--- src/rtl/argmax_pkg.sv ---
// Shared types and the single strict-compare rule for the argmax stream.
// ARGMAX_SIGNED_EN switches the compare to two's-complement.
package argmax_pkg;

  typedef enum logic [1:0] {
    IDLE,
    ACCUM,
    DONE
  } state_t;

  localparam logic MODE_MAX = 1'b0;
  localparam logic MODE_MIN = 1'b1;

  // Operands arrive pre-extended (sign or zero) to this width by the caller.
  localparam int CMP_W = 32;

  // True when a strictly beats b; ties never win, so the lowest index is kept.
  function automatic logic better(input logic [CMP_W-1:0] a,
                                  input logic [CMP_W-1:0] b,
                                  input logic             mode);
`ifdef ARGMAX_SIGNED_EN
    if (mode == MODE_MIN) return $signed(a) < $signed(b);
    return $signed(a) > $signed(b);
`else
    if (mode == MODE_MIN) return a < b;
    return a > b;
`endif
  endfunction

endpackage

--- src/rtl/argmax_cmp.sv ---
// Combinational replace flag: does the candidate strictly beat the current best.
// Sign-extends operands when ARGMAX_SIGNED_EN is defined.
module argmax_cmp
  import argmax_pkg::*;
#(
  parameter int   WIDTH = 3,
  parameter logic MODE  = MODE_MAX
) (
  input  logic [WIDTH-1:0] cand,
  input  logic [WIDTH-1:0] best,
  output logic             replace
);

  logic [CMP_W-1:0] cand_x;
  logic [CMP_W-1:0] best_x;

`ifdef ARGMAX_SIGNED_EN
  assign cand_x = CMP_W'($signed(cand));
  assign best_x = CMP_W'($signed(best));
`else
  assign cand_x = CMP_W'(cand);
  assign best_x = CMP_W'(best);
`endif

  assign replace = better(cand_x, best_x, MODE);

endmodule

--- src/rtl/argmax_stream.sv ---
// Streams COUNT values per frame and returns the index/value of the max (or min).
// Signed comparison is selected with ARGMAX_SIGNED_EN.
module argmax_stream #(
  parameter int WIDTH    = 3,
  parameter int COUNT    = 4,
  parameter int IDX_W    = (COUNT > 1) ? $clog2(COUNT) : 1,
  parameter int MODE_MIN = 0
) (
  input  logic             clk,
  input  logic             rst,
  input  logic             in_valid,
  output logic             in_ready,
  input  logic [WIDTH-1:0] in_data,
  output logic             out_valid,
  input  logic             out_ready,
  output logic [IDX_W-1:0] out_index,
  output logic [WIDTH-1:0] out_value,
  output logic             busy
);

  import argmax_pkg::state_t;
  import argmax_pkg::IDLE;
  import argmax_pkg::ACCUM;
  import argmax_pkg::DONE;

  localparam logic             CMP_MODE = (MODE_MIN != 0) ? argmax_pkg::MODE_MIN
                                                          : argmax_pkg::MODE_MAX;
  localparam logic [IDX_W-1:0] LAST     = IDX_W'(COUNT - 1);

  state_t           state;
  logic [IDX_W-1:0] count;
  logic [WIDTH-1:0] best_val;
  logic [IDX_W-1:0] best_idx;
  logic             replace;

  argmax_cmp #(
    .WIDTH (WIDTH),
    .MODE  (CMP_MODE)
  ) u_cmp (
    .cand    (in_data),
    .best    (best_val),
    .replace (replace)
  );

  // Held low through the reset cycle and while a result is pending.
  assign in_ready  = !rst && (state != DONE);
  assign out_index = best_idx;
  assign out_value = best_val;

  // NOTE: all state uses non-blocking assignments so every register samples
  // pre-edge values; blocking here would create order-dependent simulation.
  always_ff @(posedge clk) begin
    if (rst) begin
      state     <= IDLE;
      count     <= '0;
      best_val  <= '0;
      best_idx  <= '0;
      out_valid <= 1'b0;
      busy      <= 1'b0;
    end else begin
      case (state)
        IDLE: begin
          if (in_valid) begin
            best_val <= in_data;
            best_idx <= '0;
            count    <= (COUNT == 1) ? '0 : IDX_W'(1);
            if (COUNT == 1) begin
              state     <= DONE;
              out_valid <= 1'b1;
            end else begin
              state <= ACCUM;
              busy  <= 1'b1;
            end
          end
        end
        ACCUM: begin
          // in_data is only looked at on a handshake, so X while idle never leaks.
          if (in_valid) begin
            if (replace) begin
              best_val <= in_data;
              best_idx <= count;
            end
            if (count == LAST) begin
              state     <= DONE;
              out_valid <= 1'b1;
              busy      <= 1'b0;
            end else begin
              count <= count + 1'b1;
            end
          end
        end
        DONE: begin
          if (out_ready) begin
            state     <= IDLE;
            out_valid <= 1'b0;
            count     <= '0;
          end
        end
        default: begin
          state     <= IDLE;
          out_valid <= 1'b0;
          busy      <= 1'b0;
        end
      endcase
    end
  end

endmodule

--- config.mk ---
export PLATFORM = sky130hd
export DESIGN_NAME = argmax_stream
export DESIGN_NICKNAME = d
export VERILOG_FILES = /design/src/rtl/argmax_pkg.sv /design/src/rtl/argmax_cmp.sv /design/src/rtl/argmax_stream.sv
export SDC_FILE = /design/constraint.sdc
export NUM_CORES = 1
export LEC_CHECK = 0
export CORE_MARGIN = 2
export CORE_UTILIZATION = 25
export DETAILED_ROUTE_END_ITERATION = 7
export PLACE_DENSITY_LB_ADDON = 0.2
export SYNTH_ARGS = -nofsm -noshare
export SYNTH_HDL_FRONTEND = slang
export SYNTH_SLANG_ARGS = --single-unit
--- constraint.sdc ---
create_clock -name clk -period 1.7 [get_ports clk]
set_input_delay 0.17 -clock clk [delete_from_list [all_inputs] [get_ports clk]]
set_output_delay 0.17 -clock clk [all_outputs]
set_load 0.01 [all_outputs]
==> flow_summary.json, run 1 <==
{
  "run_status": "completed",
  "ir_drop_uv": 462,
  "ios": 15,
  "die_y_microns": 52.7,
  "area_delta_synth_final_pct": 35.9,
  "timing.slew.headroom_pct": 73.8,
  "syn_area_per_cell_sq_um": 8.83,
  "start_util_pct": 26.5,
  "cts_buffers": 3,
  "drt-total-wl_mm": 1.34,
  "via_per_inst": 4.79,
  "syn-num-nets": 78,
  "dp_hpwl_mm": 1.04,
  "cts_tree": "built",
  "cp-start-kind": "flop",
  "grt_pass1_vias": 539,
  "wl_per_cell_microns": 11.8,
  "row_count": 17,
  "yosysMostFrequentCell": "dfxtp_1",
  "drc_errors": 0,
  "drtAntennaViolNets": 0,
  "finalCritPeriodShare_pct": 92.5,
  "worst_pin_slew_ps": 391,
  "gr-total-overflow": 0,
  "multi_input_area_sq_um": 355,
  "clock-sinks": 11,
  "rsz0062_at_grt": "no",
  "vias": 546,
  "cp_max_fo": 7,
  "synth.area.top_cells": "dfxtp_1, ha_1, a21oi_1",
  "grt_max_degree": 12,
  "leakage_nw": 0.307,
  "crit_required_ps": 1530,
  "fin_crit_ps": 1570,
  "gp_congestion": 0.685,
  "synth_seq_area_share_pct": 37.2,
  "portBuffers": 14,
  "setup.worst_path.class": "flop to output pin",
  "die_area_sq_um": 2770,
  "syn_area_sq_um": 592,
  "synthCells": 67,
  "place_inst": 110,
  "drv_cap": 0,
  "finalHoldViolations": 0,
  "diodes": 0,
  "async_flop_share_pct": 0,
  "cts_root_buffer": "clkbuf_4",
  "cts_hold_buf": 0,
  "synth.top_cell.area_share_pct": 37.2,
  "clock_path_buffers": 2,
  "stdcell_count": 114,
  "hold_slack_ps": 487,
  "die_w_microns": 52.7,
  "powerDensity_nw_per_um2": 712,
  "n_fill_cell": 250,
  "grt_pass1_wl_mm": 2.36,
  "regArea_sq_um": 221,
  "timing.fmax_mhz": 636,
  "p_total_mw": 0.573,
  "synth_common_cells": "dfxtp_1, a21oi_1, nand2_1",
  "synth_cell_types": 27,
  "clock_skew_ps": 4.45,
  "ys_warn_count": 0,
  "firstDrtPassIters": 1,
  "drv_slew": 0,
  "cts_max_level": 1,
  "drive_gt1_share_pct": 15.1,
  "synth_edf_count": 0,
  "hold_path_class": "flop to flop",
  "clk_pin_slew_worst_paths_ps": 70,
  "grt_util_all_layers_pct": 11.6,
  "yosys.area.top_type": "dfxtp_1",
  "drt_iter0_markers": 0,
  "clk_latency_ps": 270,
  "antenna_found_initial": 0,
  "synth_seq_cells": 11,
  "coreArea_sq_um": 2230,
  "cp-end-kind": "output pin",
  "final_nets": 98,
  "synth_flop_cell": "dfxtp_1",
  "setup_violations": 0,
  "worstPathArrival_ps": 1400
}
[cell families after synthesis]
| logic type | synth area share [%] |
|---|---|
| simple gates | 25.6 |
| compound gates | 22.6 |
| flops | 37.2 |
| buf+inv | 2.75 |
| fa+ha+maj | 8.46 |
| mux | 3.38 |
[path summary, 6_finish.rpt]
check                                                from                         to  slack, ps  cells after the start
worst max register to register  out_value[2]$_SDFFE_PP0P_  out_index[1]$_SDFFE_PP0P_        190                      6
worst max-delay path                state[1]$_SDFFE_PP0P_                   in_ready        130                      3
worst min-delay path            out_index[0]$_SDFFE_PP0P_  out_index[0]$_SDFFE_PP0P_        490                      2
worst min register to register  out_index[0]$_SDFFE_PP0P_  out_index[0]$_SDFFE_PP0P_        490                      2
[worst max-delay path, cell delays in order (launching register included)]
cell,delay (ps)
dfxtp_2,350
nor2b_4,140
nor2_1,100
clkdlybuf4s50_1,550
[power by group]
part / leakage (nW) / switching (mW) / total [mW] / internal (mW)
logic: 0.201 / 0.0551 / 0.114 / 0.0594
registers: 0.0907 / 0.00925 / 0.279 / 0.269
clock network: 0.0150 / 0.0892 / 0.180 / 0.0908
[placed cells by master (no fill, tap or decap), types with 3 or more instances in the layout]
master           instances
inv_1                    3
clkbuf_4                 3
o21ai_1                  3
ha_1                     4
nand3_1                  3
nand2_1                  7
clkdlybuf4s50_1         14
nor2_1                   5
dfxtp_1                 10
nand4_1                  3
a21oi_1                  7
[cell type report]
cell class | count | area share [%]
tap | 28 | 4.35
timing repair buffer | 16 | 19.3
clock buffer | 4 | 3.27
inverter | 3 | 1.40
multi-input combinational | 52 | 44.2
sequential | 11 | 27.5
[registers in the layout, summed over array words and instances (netlist names)]
name       count
out_index      2
count          2
busy           1
out_value      3
out_valid      1
state          2
[routing by layer]
layer / vias to the layer above / track usage (%) / wire length, microns
li1: 281 / - / -
met1: 251 / 13.6 / 630
met2: 14 / 19.4 / 608
met3: 0 / 6.00 / 103
met4: 0 / 1.28 / 0
met5: - / 0 / 0
[through the flow]
stage                     util [%]  setup TNS (ps)  cell area [sq um]  worst slack, ps
after floorplan                  -               0                592              297
after global placement        34.8               0                777             6.55
after detailed placement      34.8            -302                777            -75.2
after CTS                     36.0               0                803             60.0
after global routing          36.0               0                805             5.17
final                         36.0               0                805              127
[timing repair]
item,in CTS,in global routing
endpoints found under the setup margin,0,1
setup buffers,0,0
gates resized for setup,0,1
Note: power is estimated with default switching activity, not from simulation.
==> run 2: changes to the inputs <==
- clock period: 1.7 -> 1.5 ns (I/O delays scaled with it)
==> flow_summary.json, run 2 (synthesis results as in run 1) <==
{
  "run_status": "completed",
  "drt-total-wl_mm": 1.37,
  "coreArea_sq_um": 2230,
  "final_cell_mix": "clkdlybuf4s50_1, dfxtp_1, nand2_1, a21oi_1, buf_4",
  "grt_pass1_wl_mm": 2.30,
  "via_per_inst": 4.75,
  "powerDensity_nw_per_um2": 772,
  "cts_max_level": 1,
  "clock_skew_ps": 6.42,
  "final_common_cell": "clkdlybuf4s50_1",
  "cp_slowest_cell": "clkdlybuf4s50_1",
  "worst_path_largest_cell_delay_ps": 480,
  "finalCritPeriodShare_pct": 94.7,
  "hold_path_class": "flop to flop",
  "cp-start-kind": "input port",
  "ir_drop_uv": 316,
  "crit_required_ps": 1650,
  "drv_slew": 0,
  "path_cells": "clkdlybuf4s50_1 -> ha_4 -> nand2_1 -> o211a_4 -> o21ai_0 -> a21oi_2",
  "swShare_pct": 26.1,
  "drv_cap": 0,
  "gr-total-overflow": 0,
  "finalHoldViolations": 0,
  "p_sw_mw": 0.171,
  "drtAntennaViolNets": 0,
  "clk_pin_slew_worst_paths_ps": 60,
  "wl_per_cell_microns": 11.6,
  "dp_hpwl_mm": 1.02,
  "diodes": 0,
  "area_delta_synth_final_pct": 43.8,
  "drt_iter0_markers": 6,
  "rsz0062_at_grt": "no",
  "die_y_microns": 52.7,
  "seqPwrFrac_pct": 48.1,
  "cp-end-kind": "flop",
  "p_int_mw": 0.485,
  "timing.fmax_mhz": 704,
  "fin_crit_ps": 1420,
  "cp_max_fo": 5,
  "clock_path_buffers": 2,
  "final_nets": 102,
  "comb_power_share_pct": 21.8,
  "clk_latency_ps": 260,
  "clock-sinks": 11,
  "start_util_pct": 26.5,
  "drive_gt1_share_pct": 22.2,
  "worst_pin_slew_ps": 248,
  "hold_depth": 2,
  "row_count": 17,
  "setup.worst_path.class": "input port to flop",
  "grt_pass1_vias": 538,
  "setup_violations": 0,
  "portBuffers": 14,
  "gp_congestion": 0.723,
  "ios": 15,
  "firstDrtPassIters": 4,
  "vias": 561,
  "largest_reg_flops": 3,
  "postPlaceCellArea_sq_um": 800,
  "timing.slew.headroom_pct": 83.3,
  "die_w_microns": 52.7,
  "final_area_sq_um": 851,
  "cts_hold_buf": 0,
  "grt_util_all_layers_pct": 11.4,
  "cts_buffers": 3,
  "hold_slack_ps": 485,
  "reg2regPathDepth": 6,
  "cts_tree": "built",
  "antenna_found_initial": 0,
  "grt_max_degree": 12,
  "leakage_nw": 0.329,
  "worstPathArrival_ps": 1570,
  "p_clk_share_pct": 30.1,
  "utilization_pct": 38.1,
  "drc_errors": 0,
  "die_area_sq_um": 2770,
  "cts_root_buffer": "clkbuf_4"
}
[run 2: layout make-up]
| type | count | area, sq um |
|---|---|---|
| tap | 28 | 35.0 |
| timing repair buffer | 20 | 184 |
| inverter | 3 | 11.3 |
| fill | 248 | 1380 |
| clock buffer | 4 | 26.3 |
| sequential | 11 | 223 |
| multi-input combinational | 52 | 372 |
[run 2: worst max-delay path: cells and delay by family]
kind	cells	cell delay (ps)
compound gates	3	560
buf+inv	1	480
fa+ha+maj	1	300
simple gates	1	70
[run 2: worst paths after layout]
kind	from	end	slack, ps
max	in_data[2]	out_index[1]$_SDFFE_PP0P_	80
max reg2reg	out_value[2]$_SDFFE_PP0P_	out_index[1]$_SDFFE_PP0P_	90
min	out_index[0]$_SDFFE_PP0P_	out_index[0]$_SDFFE_PP0P_	480
min reg2reg	out_index[0]$_SDFFE_PP0P_	out_index[0]$_SDFFE_PP0P_	480
[run 2: timing repair]
item / 4_1_cts / 5_1_grt
buffers inserted: 1 / 0
pin swaps: 1 / 1
resized for setup: 1 / 4
setup endpoints to repair: 2 / 2
[run 2: through the flow]
step,instances,setup TNS [ps],setup slack (ps),power (mW)
after global placement,113,-778,-160,0.458
after CTS,118,0,71.7,0.663
after floorplan,67,0,96.9,0.393
final,118,0,79.0,0.657
after detailed placement,113,-1060,-250,0.459
after global routing,118,0,32.6,0.706
[run 2: routing by layer]
metal | global-route usage (%) | routed length, microns
met1 | 15.2 | 663
met2 | 17.5 | 653
met3 | 2.57 | 51
met4 | 5.13 | 0
met5 | 0 | 0
[run 2: power by group through the flow]
stage | Clock, mW | Combinational (mW) | Sequential (mW)
detailed placement | 0 | 0.136 | 0.322
floorplan | 0 | 0.0657 | 0.328
CTS | 0.208 | 0.140 | 0.316
global placement | 0 | 0.136 | 0.322
finish | 0.198 | 0.143 | 0.316
global route | 0.231 | 0.157 | 0.318
